[src/rtl/di_master_arbiter.sv]
`default_nettype none
// +--------------------------------------------------------------------------+
// | di_master_arbiter: two-master round-robin owner of the Device Interface  |
// | with registered strobes, response steering and a stall watchdog.         |
// | Revision: 1.0                                                            |
// +--------------------------------------------------------------------------+
module di_master_arbiter #(
   parameter int TIMEOUT = 1024,
   parameter int CNT_W   = 16
) (
   input  logic        if_clock,
   input  logic        resetb,
   input  logic        m0_req,
   output logic        m0_gnt,
   input  logic [15:0] m0_ep_addr,
   input  logic [15:0] m0_reg_addr,
   input  logic [15:0] m0_data_in,
   input  logic        m0_write,
   input  logic        m0_read,
   output logic [15:0] m0_data_out,
   output logic        m0_rd_ready,
   output logic        m0_wr_ready,
   input  logic        m1_req,
   output logic        m1_gnt,
   input  logic [15:0] m1_ep_addr,
   input  logic [15:0] m1_reg_addr,
   input  logic [15:0] m1_data_in,
   input  logic        m1_write,
   input  logic        m1_read,
   output logic [15:0] m1_data_out,
   output logic        m1_rd_ready,
   output logic        m1_wr_ready,
   output logic [15:0] diEpAddr,
   output logic [15:0] diRegAddr,
   output logic [15:0] diRegDataIn,
   output logic        diWrite,
   output logic        diRead,
   input  logic [15:0] diRegDataOut,
   input  logic        rd_ready,
   input  logic        wr_ready,
   output logic        timeout_err,
   output logic [1:0]  owner
);

   typedef enum logic [1:0] {
      IDLE = 2'd0,
      OWN0 = 2'd1,
      OWN1 = 2'd2,
      TURN = 2'd3
   } state_t;

   localparam logic [CNT_W-1:0] C_LIMIT   = CNT_W'(TIMEOUT - 1);
   localparam bit               C_WDOG_EN = (TIMEOUT != 0);

   state_t           r_state;
   logic             r_last_served;
   logic             r_revoked0;
   logic             r_revoked1;
   logic [CNT_W-1:0] r_wdog;

   logic        w_own0, w_own1;
   logic        w_req, w_write, w_read, w_strobe, w_expire;
   logic [15:0] w_ep, w_reg, w_data;
   logic        w_elig0, w_elig1, w_pick1;

   assign w_own0   = (r_state == OWN0);
   assign w_own1   = (r_state == OWN1);

   // Current owner's request bundle; only meaningful in OWN0/OWN1.
   assign w_req    = w_own1 ? m1_req      : m0_req;
   assign w_write  = w_own1 ? m1_write    : m0_write;
   assign w_read   = w_own1 ? m1_read     : m0_read;
   assign w_ep     = w_own1 ? m1_ep_addr  : m0_ep_addr;
   assign w_reg    = w_own1 ? m1_reg_addr : m0_reg_addr;
   assign w_data   = w_own1 ? m1_data_in  : m0_data_in;
   assign w_strobe = w_write | w_read;
   assign w_expire = C_WDOG_EN && !w_strobe && (r_wdog == C_LIMIT);

   assign w_elig0  = m0_req & ~r_revoked0;
   assign w_elig1  = m1_req & ~r_revoked1;
   assign w_pick1  = w_elig1 & (~w_elig0 | ~r_last_served);

   assign m0_data_out = w_own0 ? diRegDataOut : 16'h0000;
   assign m0_rd_ready = w_own0 & rd_ready;
   assign m0_wr_ready = w_own0 & wr_ready;
   assign m1_data_out = w_own1 ? diRegDataOut : 16'h0000;
   assign m1_rd_ready = w_own1 & rd_ready;
   assign m1_wr_ready = w_own1 & wr_ready;

   always_ff @(posedge if_clock or negedge resetb) begin
      if (!resetb) begin
         r_state       <= IDLE;
         r_last_served <= 1'b1;
         r_revoked0    <= 1'b0;
         r_revoked1    <= 1'b0;
         r_wdog        <= '0;
         m0_gnt        <= 1'b0;
         m1_gnt        <= 1'b0;
         owner         <= 2'b00;
         diEpAddr      <= 16'h0000;
         diRegAddr     <= 16'h0000;
         diRegDataIn   <= 16'h0000;
         diWrite       <= 1'b0;
         diRead        <= 1'b0;
         timeout_err   <= 1'b0;
      end else begin
         diWrite     <= 1'b0;
         diRead      <= 1'b0;
         timeout_err <= 1'b0;
         if (!m0_req) r_revoked0 <= 1'b0;
         if (!m1_req) r_revoked1 <= 1'b0;

         case (r_state)
            IDLE: begin
               r_wdog <= '0;
               if (w_elig0 | w_elig1) begin
                  r_state <= w_pick1 ? OWN1 : OWN0;
                  m0_gnt  <= ~w_pick1;
                  m1_gnt  <= w_pick1;
                  owner   <= w_pick1 ? 2'b10 : 2'b01;
               end
            end
            OWN0, OWN1: begin
               diEpAddr    <= w_ep;
               diRegAddr   <= w_reg;
               diRegDataIn <= w_data;
               if (!w_req) begin
                  // Release wins over a same-cycle strobe or watchdog expiry.
                  r_state       <= TURN;
                  m0_gnt        <= 1'b0;
                  m1_gnt        <= 1'b0;
                  owner         <= 2'b00;
                  r_last_served <= w_own1;
               end else begin
                  diWrite <= w_write;
                  diRead  <= w_read;
                  if (w_expire) begin
                     r_state       <= TURN;
                     m0_gnt        <= 1'b0;
                     m1_gnt        <= 1'b0;
                     owner         <= 2'b00;
                     r_last_served <= w_own1;
                     timeout_err   <= 1'b1;
                     if (w_own1) r_revoked1 <= 1'b1;
                     else        r_revoked0 <= 1'b1;
                  end else if (w_strobe) begin
                     r_wdog <= '0;
                  end else if (r_wdog != {CNT_W{1'b1}}) begin
                     r_wdog <= r_wdog + 1'b1;
                  end
               end
            end
            TURN:    r_state <= IDLE;
            default: r_state <= IDLE;
         endcase
      end
   end

endmodule
`default_nettype wire

[config.mk]
export PLATFORM = sky130hd
export DESIGN_NAME = di_master_arbiter
export DESIGN_NICKNAME = d
export VERILOG_FILES = /design/src/rtl/di_master_arbiter.sv
export SDC_FILE = /design/constraint.sdc
export NUM_CORES = 1
export LEC_CHECK = 0
export CAP_MARGIN = 20
export CORE_MARGIN = 8
export CORE_UTILIZATION = 37
export DETAILED_ROUTE_END_ITERATION = 10
export MAX_ROUTING_LAYER = met4
export PLACE_DENSITY = 0.88
export SYNTH_ARGS = -nofsm -noshare
export SYNTH_HDL_FRONTEND = slang
export SYNTH_SLANG_ARGS = --single-unit
[constraint.sdc]
create_clock -name if_clock -period 5 [get_ports if_clock]
set_input_delay 0.75 -clock if_clock [delete_from_list [all_inputs] [get_ports if_clock]]
set_output_delay 0.75 -clock if_clock [all_outputs]
set_load 0.02 [all_outputs]
==> results.txt <==
* Leading cell type in the layout, fill and taps excluded: clkdlybuf4s50_1
- Fraction of the mapped netlist area in compound gates: 16.7%
* Max-slew headroom: 35.0%
* # hold bufs at CTS: 0
- Max-cap check violation count: 0
- Setup slack on the worst reg-to-reg path comes out at 2.03 ns.
* TritonCTS clock tree: done
- Count of buffering cells on the critical path with inverters included: 1
* Result of the run: completed
- Number of global-route vias before repair: between 4000 and 5000
- Worst-case setup margin in the final layout: 2.03 ns
* Post-route DRC violation count: 0
* EDFF count, synth: 0
- Clock latency on the worst-skew pair: 0.33 ns
* Number of cell rows: 38
- Post-layout utilization of the core: 59.8%
- From bottom edge to top edge, the die measures between 100 and 150 microns.
- Overall die area: between 10000 and 15000 sq um
- Clock period minus worst slack: just under 3 ns
- Clock sink count: 74
- For this block, the via count after detailed routing is roughly 3800.
- The number of antenna diodes in the final layout is 0.
* Setup_tns: 0 ns
- Clock tree synthesis selected as its root buffer the cell clkbuf_8.
- Max Root-Sink Buffers: 2
- Traced cell by cell, the critical path runs through inv_1, ha_4, nand2_1, o21bai_2, nand4b_1, o41ai_1.
* Layout cell share with drive strength beyond 1: ~5.2%
- Excluding fillers, the count of instances in the completed layout stands at 754.
* Count of state elements after synthesis: 74
- Summing the areas of all fa, ha and maj instances in the mapped netlist gives under 10% of the synthesized area.
- STA classifies the critical path endpoint as a flip-flop.
* Worst setup path class: flip-flop to flip-flop
- Most used cells in the layout excluding fill and tap cells: clkdlybuf4s50_1 (211), dfrtp_1 (73), nor2_1 (63)
- Along the worst path, the maximum fanout reaches 108.
- Worst Skew: 0.00734 ns
- Net count after synthesis: 539
- Total power: around 3.8 mW
- Share of synthesized cell area in and, or, nand and nor gates: a little under a fifth
- Average routed wire per standard cell: approximately 17 microns
- After synthesis, the share of cell area in mux cells is roughly an eighth.
* Number of buffers inserted to repair setup after CTS: 0
- The floorplan step defined a core boundary enclosing around 11000 sq um.
- Setup violations remaining at the end of the flow were counted as 0.
- Count of mapped cells out of synthesis: 413
* Clock-pin slew of the registers on the worst-case setup and hold paths: roughly 0.08 ns
* Cell Area, Synth: 4010 sq um
- Predominant post-synthesis flop cell: dfrtp_1
- The largest individual stage delay along the critical path comes from the cell ha_4.
- Unrepaired setup endpoints after global routing: false
- Number of buffers added by the clock tree synthesis step: 9
- Parity-gate share of the synthesized area counting xor and xnor cells: 0%
* Synth Warn #: 0
- Layout area overhead: 59.5%
- In this run the power density over the cells is 587 nW/um^2.
* Category of the worst setup path launch point: flip-flop
* Period utilization: 59.5%
* Post-DP HPWL: 9950 microns
* Share of flip-flops with an asynchronous set or reset after synthesis: 100%
* Worst min-delay path class: flip-flop to flip-flop
- In this run the critical register-to-register path is captured at r_wdog[10].
- Worst hold slack across all endpoints: slightly above 0.5 ns
* Final Hold Viols: 0
- The initial antenna violation count was 0.
- Syn_area_per_cell: 9.72 sq um
* Fillers: 918
- Placed Cells incl. Taps: 738
* Least-Margin Pin Slew: ~1 ns
- Grouping stages by cell kind, the critical path spends the most delay in adder cells.
- The die is 120 microns wide.
- Cell variety after synth: 54
* Global-route usage over all layers: between 10% and 20%
- Once the floorplan was initialized, standard cells occupied 37.5% of the core.
* Wire length of the first global-routing pass: 20300 microns
- Area post-placement: 6210 sq um
- For this design the static power due to leakage is 2.50 nW.
- R2r startpoint: r_state[0]
- The count of nets left with antenna violations once routing finished came out at 0.
- Sequential cells were found to cover between 40% and 50% of the synthesized design area.
- In the final layout, the multi-input gates occupy 2030 sq um.
- Maximum operating frequency: 336 MHz
- Max IR drop VDD: 0.000493 V
- Data arrival time of the critical path: ~3.2 ns
- Worst setup slack before clock tree synthesis: just under 2 ns
- The congestion estimate from routability-driven global placement came to 0.882.
- Violation count after the first detailed-route iteration: 118
* Data required time of the critical path: 5.23 ns
* Via density: 5.06
- For this block, the routed nets add up to between 10000 and 15000 microns of wire.
- The count of buffers added on input and output ports is 212.
- Depth of the CTS H-tree: 3
- Largest stage delay on the critical path: around 0.92 ns
- Number of top-level pins: 213
- The final count of pins violating max slew came to 0.
- Before antenna repair, the detailed router went through 5 iterations.
- Congestion Overflow GR: 0
- Combinational family with the most area after synthesis: simple AND/OR/NAND/NOR gates
* Register Area: 1850 sq um
* Worst min-delay path startpoint: r_wdog[7]
- The net count of the finished layout is 735.
- The worst register-to-register path has a depth of 6.
- Gates resized during post-CTS repair numbered 0.
- Counting instances, the worst hold path has a depth of 1.
- For hold timing, the worst endpoint is r_wdog[7].
- Final non-filler cell area: 6400 sq um
* Pin count of the biggest net entering global routing: 109
-- per-layer routing --
metal / up-vias / wire, microns / GRT usage (%)
li1: 1855 / - / -
met1: 1774 / 5320 / 19.6
met2: 179 / 6470 / 30.6
met3: 6 / 1030 / 5.26
met4: 0 / 68 / 4.61
met5: - / 0 / -
-- synthesized netlist by cell type, types with 5 or more instances --
master     n  area, sq um
nor2_1    63          236
o31ai_1    7         52.6
buf_4      5         37.5
and2_1    36          225
nand3_1    5         25.0
dfrtp_1   73         1830
nand4_1    5         31.3
nor2b_1    5         31.3
inv_1      6         22.5
o311ai_1  10         87.6
mux2i_1   52          521
clkbuf_1  19         71.3
nand2_1   11         41.3
a21oi_1   56          280
-- power breakdown --
group / internal (mW) / switching, mW
registers: 0.846 / 0.143
clock network: 0.232 / 0.230
logic: 1.02 / 1.29
-- worst max path at each step --
stage / from / to / slack (ns) / cells after the start
after floorplan: r_state[0] / m1_data_out[0] / 2.99 / 5
final: r_state[0] / r_wdog[10] / 2.03 / 6
after global placement: m1_write / r_wdog[8] / 2.05 / 6
after CTS: r_state[1] / m0_wr_ready / 2.01 / 4
after global routing: r_state[0] / r_wdog[10] / 1.77 / 6
after detailed placement: m1_read / r_wdog[8] / 1.97 / 6
-- sequential cells by signal (all words and copies together), names as in the netlist, 2 cells and up --
| name | cells |
|---|---|
| diRegAddr | 16 |
| r_state | 2 |
| r_wdog | 16 |
| diEpAddr | 16 |
| diRegDataIn | 16 |
-- cell type report --
class | instances | area share [%]
multi-input combinational | 305 | 31.7
tap | 140 | 2.74
clock inverter | 6 | 1.06
clock buffer | 10 | 1.99
sequential | 74 | 28.9
timing repair buffer | 213 | 33.2
inverter | 6 | 0.352
-- cells by family (layout without fill, tap and decap cells) --
kind of cell	count (synthesis)	count (layout)
adders and majority gates	4	4
muxes	53	53
and+or+nand+nor	144	144
buffers and inverters	34	235
DFF	74	74
AOI/OAI and AO/OA	104	104
Power figures use the tool's default switching activity.
